$ cat config.mk
export PLATFORM = sky130hd
export DESIGN_NAME = tx_os_scheduler
export DESIGN_NICKNAME = d
export VERILOG_FILES = /design/src/rtl/tx_os_scheduler.sv
export SDC_FILE = /design/constraint.sdc
export NUM_CORES = 1
export LEC_CHECK = 0
export BUFFER_PORTS_ARGS = -buffer_cell sky130_fd_sc_hd__buf_2
export CAP_MARGIN = 30
export CORE_UTILIZATION = 28
export CTS_CLUSTER_DIAMETER = 30
export CTS_CLUSTER_SIZE = 24
export DETAILED_ROUTE_END_ITERATION = 10
export GPL_TIMING_DRIVEN = 0
export PLACE_DENSITY = 0.58
export SLEW_MARGIN = 20
export SYNTH_ARGS = -nofsm -noshare
export SYNTH_HDL_FRONTEND = slang
export SYNTH_SLANG_ARGS = --single-unit
$ cat constraint.sdc
create_clock -name pclk -period 4.8 [get_ports pclk]
set_input_delay 0.96 -clock pclk [delete_from_list [all_inputs] [get_ports pclk]]
set_output_delay 0.96 -clock pclk [all_outputs]
set_load 0.005 [all_outputs]
$ cat src/rtl/tx_os_scheduler.sv
// TX datapath arbiter between the LPIF data FIFO and the ordered-set generator.
// Serves LTSSM ordered-set requests and owes periodic SKP sets while the link is up.
module tx_os_scheduler #(
  parameter int unsigned SKP_INTERVAL_8B10B = 1180,
  parameter int unsigned SKP_INTERVAL_128B  = 5920,
  parameter logic [2:0]  SKP_OS_TYPE        = 3'd4,
  parameter logic [1:0]  MAX_PENDING        = 2'd3
) (
  input  logic       pclk,
  input  logic       reset_n,
  input  logic [2:0] gen,
  input  logic       link_up,
  input  logic       pkt_start,
  input  logic       pkt_end,
  input  logic       ltssm_os_req,
  input  logic [2:0] ltssm_os_type,
  input  logic       os_busy,
  input  logic       os_finish,
  output logic       os_start,
  output logic [2:0] os_type,
  output logic       mux_sel,
  output logic       hold,
  output logic       ltssm_os_ack,
  output logic [1:0] skp_pending,
  output logic       skp_overflow
);

  typedef enum logic [1:0] {S_LINKDOWN, S_DATA, S_GRANT, S_WAIT} state_e;

  state_e      state_q, state_d;
  logic        pkt_open_q, pkt_open_d;
  logic [12:0] timer_q, timer_d;
  logic [1:0]  skp_pending_q, skp_pending_d;
  logic        skp_overflow_q, skp_overflow_d;
  logic [2:0]  gen_q;
  logic        os_start_q, ltssm_os_ack_q, mux_sel_q, hold_q;
  logic [2:0]  os_type_q, os_type_d;

  logic        grant_ltssm_s, grant_skp_s;
  logic        boundary_s, skp_owed_s, expire_s, restart_s, credit_s;
  logic [12:0] interval_last_s;

  assign boundary_s      = ~pkt_open_q & ~pkt_start;
  assign skp_owed_s      = (skp_pending_q != 2'd0);
  assign interval_last_s = (gen < 3'd3) ? 13'(SKP_INTERVAL_8B10B - 32'd1)
                                        : 13'(SKP_INTERVAL_128B - 32'd1);
  assign expire_s        = (timer_q == interval_last_s);
  assign restart_s       = ~link_up | (gen != gen_q);
  // A credit is only earned when the owed counter has room; at the cap the timer parks.
  assign credit_s        = expire_s & (skp_pending_q != MAX_PENDING);
  assign pkt_open_d      = (pkt_open_q | pkt_start) & ~pkt_end;

  // Next-state and grant decision
  always_comb begin
    state_d       = state_q;
    grant_ltssm_s = 1'b0;
    grant_skp_s   = 1'b0;
    case (state_q)
      S_LINKDOWN: begin
        if (ltssm_os_req && !os_busy) begin
          grant_ltssm_s = 1'b1;
        end else if (link_up && !ltssm_os_req) begin
          state_d = S_DATA;
        end else begin
          state_d = S_LINKDOWN;
        end
      end
      S_DATA: begin
        if (!link_up) begin
          state_d = S_LINKDOWN;
        end else if ((ltssm_os_req || skp_owed_s) && boundary_s && !os_busy) begin
          grant_ltssm_s = ltssm_os_req;
          grant_skp_s   = ~ltssm_os_req;
        end else begin
          state_d = S_DATA;
        end
      end
      S_GRANT: begin
        state_d = S_WAIT;
      end
      S_WAIT: begin
        if (!os_finish) begin
          state_d = S_WAIT;
        end else if (ltssm_os_req && !os_busy) begin
          grant_ltssm_s = 1'b1;
        end else if (link_up && skp_owed_s && !os_busy) begin
          grant_skp_s = 1'b1;
        end else if (link_up) begin
          state_d = S_DATA;
        end else begin
          state_d = S_LINKDOWN;
        end
      end
      default: begin
        state_d = S_LINKDOWN;
      end
    endcase
    if (grant_ltssm_s || grant_skp_s) begin
      state_d = S_GRANT;
    end else begin
      state_d = state_d;
    end
  end

  // OS type latched on grant, held until the next grant
  always_comb begin
    os_type_d = os_type_q;
    if (grant_ltssm_s) begin
      os_type_d = ltssm_os_type;
    end else if (grant_skp_s) begin
      os_type_d = SKP_OS_TYPE;
    end else begin
      os_type_d = os_type_q;
    end
  end

  // SKP interval timer and owed-SKP bookkeeping
  always_comb begin
    timer_d        = timer_q;
    skp_pending_d  = skp_pending_q;
    skp_overflow_d = skp_overflow_q;
    if (restart_s) begin
      timer_d       = 13'd0;
      skp_pending_d = 2'd0;
    end else begin
      if (!expire_s) begin
        timer_d = timer_q + 13'd1;
      end else if (credit_s) begin
        timer_d = 13'd0;
      end else begin
        skp_overflow_d = 1'b1;
      end
      if (credit_s && !grant_skp_s) begin
        skp_pending_d = skp_pending_q + 2'd1;
      end else if (grant_skp_s && !credit_s) begin
        skp_pending_d = skp_pending_q - 2'd1;
      end else begin
        skp_pending_d = skp_pending_q;
      end
    end
  end

  // State, bookkeeping and registered outputs
  always_ff @(posedge pclk or negedge reset_n) begin
    if (!reset_n) begin
      state_q        <= S_LINKDOWN;
      pkt_open_q     <= 1'b0;
      timer_q        <= 13'd0;
      skp_pending_q  <= 2'd0;
      skp_overflow_q <= 1'b0;
      gen_q          <= 3'd0;
      os_start_q     <= 1'b0;
      os_type_q      <= 3'd0;
      ltssm_os_ack_q <= 1'b0;
      mux_sel_q      <= 1'b1;
      hold_q         <= 1'b1;
    end else begin
      state_q        <= state_d;
      pkt_open_q     <= pkt_open_d;
      timer_q        <= timer_d;
      skp_pending_q  <= skp_pending_d;
      skp_overflow_q <= skp_overflow_d;
      gen_q          <= gen;
      os_start_q     <= grant_ltssm_s | grant_skp_s;
      os_type_q      <= os_type_d;
      ltssm_os_ack_q <= grant_ltssm_s;
      mux_sel_q      <= (state_d != S_DATA);
      hold_q         <= (state_d != S_DATA);
    end
  end

  assign os_start     = os_start_q;
  assign os_type      = os_type_q;
  assign mux_sel      = mux_sel_q;
  assign hold         = hold_q;
  assign ltssm_os_ack = ltssm_os_ack_q;
  assign skp_pending  = skp_pending_q;
  assign skp_overflow = skp_overflow_q;

endmodule

# Word level (Yosys, flattened, before mapping)
# Index checks and enable logic that the tools add are counted.
op_classes:
  addsub: 3
  order_cmp: 1
  eq_ne: 8
  muxes: 30
  bitwise_logic: 13
  reduce_logical: 19
ops:
  columns: ["op", "count"]
  rows:
  - ["two-way mux 13 bit", 4]
  - ["two-way mux 2 bit", 10]
  - ["adder 13 x 1 -> 13 bit (second input constant)", 1]
  - ["== test 13 bit", 1]
  - ["two-way mux 1 bit", 11]
  - ["logical AND 1 bit", 8]
  - ["one-hot mux 2 bit (4 select lines)", 1]
  - ["NOT 1 bit", 7]
  - ["two-way mux 3 bit", 2]
  - ["== test 2 bit (second input constant)", 2]
  - ["logical NOT 1 bit", 4]
  - ["nonzero test 2 bit", 2]
  - ["AND 1 bit", 3]
  - ["less-than comparator 3 x 2 -> 1 bit (second input constant)", 1]
  - ["inequality test 3 x 1 -> 1 bit (second input constant)", 1]
  - ["inequality test 3 bit", 1]
  - ["bitwise OR 1 bit", 3]
  - ["one-hot mux 1 bit (3 select lines)", 1]
  - ["AND reduction 3 bit", 1]
  - ["nonzero test 3 bit", 1]
  - ["adder 2 x 1 -> 2 bit (second input constant)", 1]
  - ["== test 2 x 1 -> 1 bit (second input constant)", 1]
  - ["logical NOT 2 bit", 1]
  - ["logical OR 1 bit", 2]
  - ["4 further kinds", 4]
totals:
  regBits: 28
  wordCells: 84

# Logic depth before layout (Yosys ltp)
# Gate-level depths: netlist of run 1.
depth:
  word_depth: 11
  mapped_depth: 7

# Least setup slack after synthesis of run 1
# OpenSTA, ideal clock, no wires.
synth_path:
  kind: "input -> register"
  startpoint: "input port gen[0]"
  endpoint: "register skp_pending_q[0] (netlist: skp_pending[0])"
  setup_time_ns: 0.128
  arrival_ns: 2.080
  required_time_ns: 4.672
  setup_slack_ns: 2.592
  path_stages: 6
  path_buffers: 1
  path_cell_list: "a21oi_1 > and4b_1 > o21a_1 > buf_4 > mux2i_1 > mux2_1"
synth_between:
  elab_chain_len: 7
  word_cells_on_any_way: 12
  classes_between: "order compare: 1; eq/ne: 2; mux: 3; bitwise: 2; reduce/logical: 4"
synth_lines:
  columns: ["element", "line_no", "source"]
  rows:
  - ["start: declaration", "11", "input logic [2:0] gen,"]
  - ["less-than comparator 3 x 2 -> 1 bit", "45", "assign interval_last_s = (gen < 3'd3) ? 13'(SKP_INTERVAL_8B10B - 32'd1)"]
  - ["two-way mux 13 bit", "45", null]
  - ["== test 13 bit", "47", "assign expire_s = (timer_q == interval_last_s);"]
  - ["AND 1 bit", "50", "assign credit_s = expire_s & (skp_pending_q != MAX_PENDING);"]
  - ["logical AND 1 bit / logical NOT 1 bit (equally long branches)", "133, 135", null]
  - ["two-way mux 2 bit / logical AND 1 bit (equally long branches)", "133, 135", null]
  - ["two-way mux 2 bit / nonzero test 3 bit (equally long branches)", null, null]
  - ["end signal: assignment", "161", "skp_pending_q <= skp_pending_d;"]
  - ["end: declaration", "33", "logic [1:0] skp_pending_q, skp_pending_d;"]
# Parallel ways exist; a longest one is shown, timed or not.
# A chain may end at the register's enable or synchronous reset.

# Final worst setup path of run 1
# Same ends and word-level chain as after synthesis.

==> results of run 1 <==
-- power by group through the flow --
stage | Combinational [mW] | Clock [mW] | Sequential (mW)
6_report | 0.0914 | 0.185 | 0.290
5_1_grt | 0.104 | 0.204 | 0.295
4_1_cts | 0.0937 | 0.192 | 0.290
3_5_place_dp | 0.0935 | 0 | 0.294
3_3_place_gp | 0.0920 | 0 | 0.293
2_1_floorplan | 0.0493 | 0 | 0.292
-- critical path: cells and delay by family --
family	cells	cell delay [ns]
muxes	2	0.55
and+or+nand+nor	1	0.24
buffers and inverters	2	0.29
AOI/OAI and AO/OA	2	0.34
-- through the flow --
stage          power (mW)  hold slack (ns)  instances  util [%]
4_1_cts             0.576            0.479        238      35.0
2_1_floorplan       0.341            0.451        144         -
5_1_grt             0.603            0.505        238      35.0
3_5_place_dp        0.388            0.452        234      33.5
3_3_place_gp        0.386            0.441        234      33.5
6_report            0.567            0.474        238      35.0
-- state kept, by name, summed over array words and instances, names as in the netlist --
register      cells
gen_q             3
hold              1
ltssm_os_ack      1
os_start          1
os_type           3
pkt_open_q        1
skp_overflow      1
skp_pending       2
state_q           2
timer_q          13
-- path summary, 6_finish.rpt --
path	from	to	cells after the start
worst max-delay path	gen[0]	skp_pending[0]	7
worst min-delay path	skp_overflow	skp_overflow	1
worst max register to register	timer_q[0]	skp_pending[0]	7
worst min register to register	skp_overflow	skp_overflow	1
max in group asynchronous	reset_n	timer_q[10]	1
min in group asynchronous	reset_n	timer_q[11]	1
-- cells in the mapped netlist, types with 3 or more instances --
| library cell | number | share of area [%] |
|---|---|---|
| dfrtp_1 | 27 | 49 |
| nor2_1 | 19 | 5.2 |
| nand2_1 | 15 | 4.1 |
| a21oi_1 | 8 | 2.9 |
| nand4_1 | 7 | 3.2 |
| nand2b_1 | 6 | 2.7 |
| o21ai_0 | 6 | 2.2 |
| xnor2_1 | 6 | 3.8 |
| a31oi_1 | 4 | 1.8 |
| nand3_1 | 4 | 1.4 |
| xor2_1 | 4 | 2.5 |
| and3_1 | 3 | 1.4 |
| inv_1 | 3 | 0.82 |
| nor3_1 | 3 | 1.1 |
-- cell families after synthesis --
| logic type | Yosys count |
|---|---|
| simple gates | 68 |
| compound gates | 28 |
| xor+xnor | 10 |
| fa+ha+maj | 1 |
| flops | 28 |
| buf+inv | 7 |
| mux | 2 |
-- per-layer routing --
metal / track usage [%] / share of wire, % / routed length (um)
met1: 15.2 / 50 / 1420
met2: 20.8 / 46 / 1310
met3: 2.08 / 3.4 / 96
met4: 4.58 / 1.0 / 29
met5: 0 / 0 / 0
-- final cells by class --
cell class / count / area [um^2]
Timing Repair Buffer: 23 / 115
Multi-Input combinational cell: 109 / 643
Clock inverter: 1 / 30.0
Sequential cell: 28 / 702
Fill cell: 484 / 3070
Inverter: 3 / 11.3
Clock buffer: 3 / 41.3
Buffer: 4 / 25.0
Tap cell: 67 / 83.8
==> impl_metrics.tcl, run 1 <==
set metrics [dict create \
    grt_pass1_wl_mm 4.93 \
    required_ns 4.96 \
    hp-class "register to register" \
    hold_violations 0 \
    synthArstFlopShare_pct 100 \
    worstPathArrival_ns 2.37 \
    clkPwrFrac_pct 32.7 \
    synth_adder_area_share_pct 0.906 \
    die_area_um2 5220 \
    p_int_uw 424 \
    detail-route-antenna-nets 0 \
    drc 0 \
    cp_slowest_stage_delay_ns 0.34 \
    final_cell_mix "27 x dfrtp_1, 25 x buf_2, 19 x nor2_1, 15 x nand2_1, 8 x a21oi_1" \
    stdcell_area_um2 1650 \
    wl_per_cell_um 12.0 \
    p_leak_nw 0.724 \
    coreArea_um2 4720 \
    crit_type "primary input to register" \
    numCtsBuffers 3 \
    die-height_um 72.2 \
    placed_area_um2 1580 \
    clkTransAtPathRegs_ns 0.10 \
    cts_tree "yes" \
    synth_xor_area_share_pct 6.34 \
    first_iter_violations 36 \
    end_kind "register" \
    vdd_drop_max_uv 131 \
    netlist-cell-type-count 36 \
    antenna_cells 0 \
    slew-limit-headroom_pct 57.9 \
    rows 25 \
    period_minus_slack_ns 2.21 \
    finClkSkew_ns 0.00559 \
    area_growth_pct 19.6 \
    place_ws_ns 2.30 \
    track_usage_pct 12.1 \
    ios 24 \
    layout_commonest_cell "dfrtp_1" \
    power_frac_comb_pct 16.1 \
    clock_sinks 28 \
    grt_overflow 0 \
    swShare_pct 25.1 \
    slew_viol_final 0 \
    cap_violations 0 \
    seqPwrFrac_pct 51.2 \
    timing.final.crit_share_pct 46.0 \
    firstDrtPassIters 4 \
    synth-seq-cells 28 \
    grt_max_degree 29 \
    postCtsSetupBuffers 0 \
    io_buffers 23 \
    drive_gt1_share_pct 20.5 \
    post_cts_resize_count 0 \
    crit_chain "buf_2 > a21oi_1 > and4b_1 > o21a_1 > buf_4 > mux2i_1 > mux2_1" \
    switchingPower_uw 142 \
    wl_mm 2.85 \
    slowest_stage "mux2_1" \
    synth-seq-area-share_pct 50.8 \
    yosysWarnings 0 \
    h-tree-depth 1 \
    finalNetCount 187 \
    synth_top_family_by_area "simple AND/OR/NAND/NOR gates" \
    cts_root_buffer "clkbuf_8" \
    syn-num-nets 159 \
    run_status "completed" \
    yosys_most_used_dff "dfrtp_1" \
    synth_compound_area_share_pct 12.5 \
    power_density_nw_per_um2 343 \
    hpwl_mm 2.08 \
    cts_max_path_buffers 2 \
    antenna_found_initial 0 \
    clock.fmax_mhz 453 \
    synth_edf_count 0 \
    synth_mux_area_share_pct 1.54 \
    setup_viol 0 \
    initial_core_util_pct 29.2 \
    crit_path_start_kind "primary input" \
    finalSetupTns_ns 0 \
    syn_area_um2 1380 \
    layout_setup_ws_ns 2.59 \
    worst_slew_pin_slew_ns 0.631 \
    syn_area_per_cell_um2 9.59 \
    clk_latency_ns 0.27 \
    gp_congestion 0.788 \
    reg2reg_slack_ns 2.84 \
    critPathMaxFanout 9 \
    cts_hold_buffers 0 \
    vias 1124 \
    die_x_um 72.2 \
    rsz0062_at_grt "no" \
    yosys.area_share.simple_pct 25.3 \
    syn_inst 144 \
    avgViaCountPerCell 4.72 \
    grt_pass1_vias 1081 \
]
No activity file was read; power rests on OpenSTA's default activity.
==> run 2, diff against run 1 <==
--- a/config.mk
+++ b/config.mk
@@ -12,7 +12,7 @@
 export CTS_CLUSTER_SIZE = 24
 export DETAILED_ROUTE_END_ITERATION = 10
 export GPL_TIMING_DRIVEN = 0
-export PLACE_DENSITY = 0.58
+export PLACE_DENSITY = 0.59
 export SLEW_MARGIN = 20
 export SYNTH_ARGS = -nofsm -noshare
 export SYNTH_HDL_FRONTEND = slang
==> constraint.sdc (replaced) <==
create_clock -name pclk -period 2.03 [get_ports pclk]
set_input_delay 0.406 -clock pclk [delete_from_list [all_inputs] [get_ports pclk]]
set_output_delay 0.406 -clock pclk [all_outputs]
set_load 0.005 [all_outputs]
==> impl_metrics.tcl, run 2 (synthesized netlist as in run 1, its figures left out) <==
set metrics [dict create \
    run_status "completed" \
    ios 24 \
    drc 0 \
    first_iter_violations 64 \
    cts_hold_buffers 0 \
    slowest_stage "dfrtp_1" \
    finClkSkew_ns 0.00614 \
    antenna_found_initial 0 \
    slew-limit-headroom_pct 57.8 \
    critPathMaxFanout 9 \
    slew_viol_final 0 \
    switchingPower_uw 330 \
    area_growth_pct 20.4 \
    reg2reg_slack_ns 0.12 \
    grt_overflow 0 \
    end_kind "register" \
    die-height_um 72.2 \
    coreArea_um2 4720 \
    postCtsSetupBuffers 0 \
    detail-route-antenna-nets 0 \
    h-tree-depth 1 \
    track_usage_pct 11.8 \
    cp_slowest_stage_delay_ns 0.46 \
    wl_per_cell_um 11.8 \
    cts_max_path_buffers 2 \
    grt_pass1_vias 1081 \
    place_ws_ns 0.0723 \
    firstDrtPassIters 6 \
    worst_slew_pin_slew_ns 0.633 \
    crit_chain "nor4b_2 > and4b_1 > o21a_1 > buf_4 > mux2i_1 > mux2_1" \
    post_cts_resize_count 0 \
    power_frac_comb_pct 16.3 \
    crit_buf_inv 1 \
    p_int_mw 1.00 \
    layout_commonest_cell "dfrtp_1" \
    vias 1117 \
    hpwl_mm 2.04 \
    vdd_drop_max_uv 304 \
    swShare_pct 24.8 \
    numCtsBuffers 3 \
    clk_latency_ns 0.27 \
    fin_util_pct 35.2 \
    clkPwrFrac_pct 32.6 \
    power_density_nw_per_um2 802 \
    layout_setup_ws_ns 0.116 \
    worstPathArrival_ns 2.08 \
    seqPwrFrac_pct 51.1 \
    cap_violations 0 \
    grt_max_degree 29 \
    final_cell_mix "26 x dfrtp_1, 25 x buf_2, 19 x nor2_1, 15 x nand2_1, 8 x a21oi_1" \
    reg2reg_depth 6 \
    clock.fmax_mhz 522 \
    cts_root_buffer "clkbuf_8" \
    die_area_um2 5220 \
    rows 25 \
    setup_viol 0 \
    hp-class "primary input to async pin" \
    timing.final.crit_share_pct 94.3 \
    grt_pass1_wl_mm 4.77 \
    critical-path-top-delay-family "multiplexers" \
    avgViaCountPerCell 4.69 \
    largest_reg_flops 13 \
    p_leak_nw 0.725 \
    wl_mm 2.81 \
    hold_violations 0 \
    cts_tree "yes" \
    top_register "timer_q" \
    required_ns 2.19 \
    die_x_um 72.2 \
    crit_path_start_kind "register" \
    reg2reg_from "timer_q[8]" \
    dp_cells 234 \
    gp_congestion 0.752 \
    finalNetCount 187 \
    period_minus_slack_ns 1.91 \
    io_buffers 23 \
    initial_core_util_pct 29.2 \
    fin_cells 238 \
    antenna_cells 0 \
    crit_type "register to register" \
    clkTransAtPathRegs_ns 0.09 \
    clock_sinks 28 \
    drive_gt1_share_pct 22.2 \
    r2r-end "skp_pending[0]" \
]
[run 2: cell types whose count changed in the layout (fill, tap and decap cells not counted)]
cell     change
nor3_1       -2
nor3_2       +2
dfrtp_1      -1
dfrtp_2      +1
[run 2: area by class of cell]
type,count,area (um^2)
Buffer,4,25.0
Clock buffer,3,41.3
Clock inverter,1,30.0
Fill cell,501,3060
Inverter,3,11.3
Multi-Input combinational cell,109,653
Sequential cell,28,703
Tap cell,67,83.8
Timing Repair Buffer,23,115
[run 2: power groups by stage]
stage / sequential [mW] / clock [mW] / combinational, mW
final: 0.682 / 0.434 / 0.217
after floorplan: 0.691 / 0 / 0.117
after global routing: 0.691 / 0.467 / 0.246
after detailed placement: 0.694 / 0 / 0.221
after global placement: 0.693 / 0 / 0.218
after CTS: 0.682 / 0.454 / 0.223
[run 2: worst max-delay path by stage]
stage | start | to | depth (start not counted)
floorplan | timer_q[9] | skp_pending[0] | 6
global placement | gen[0] | skp_pending[0] | 7
detailed placement | gen[0] | skp_pending[0] | 7
CTS | timer_q[0] | skp_pending[0] | 7
global route | timer_q[8] | skp_pending[0] | 6
finish | timer_q[8] | skp_pending[0] | 6
[run 2: layer usage]
layer	vias to the layer above	track usage (%)	part of all wire, %
met3	4	2.50	3.6
met2	21	20.5	47
li1	565	-	-
met4	0	4.58	1.4
met5	-	0	0
met1	527	14.4	48
[run 2: per-stage QoR]
step | instance area [um^2] | hold slack, ns | setup TNS, ns | power, mW
floorplan | 1380 | 0.110 | 0 | 0.807
global placement | 1580 | 0.442 | 0 | 0.911
detailed placement | 1580 | 0.449 | 0 | 0.915
CTS | 1650 | 0.166 | 0 | 1.36
global route | 1660 | 0.186 | -0.00912 | 1.40
finish | 1660 | 0.141 | 0 | 1.33
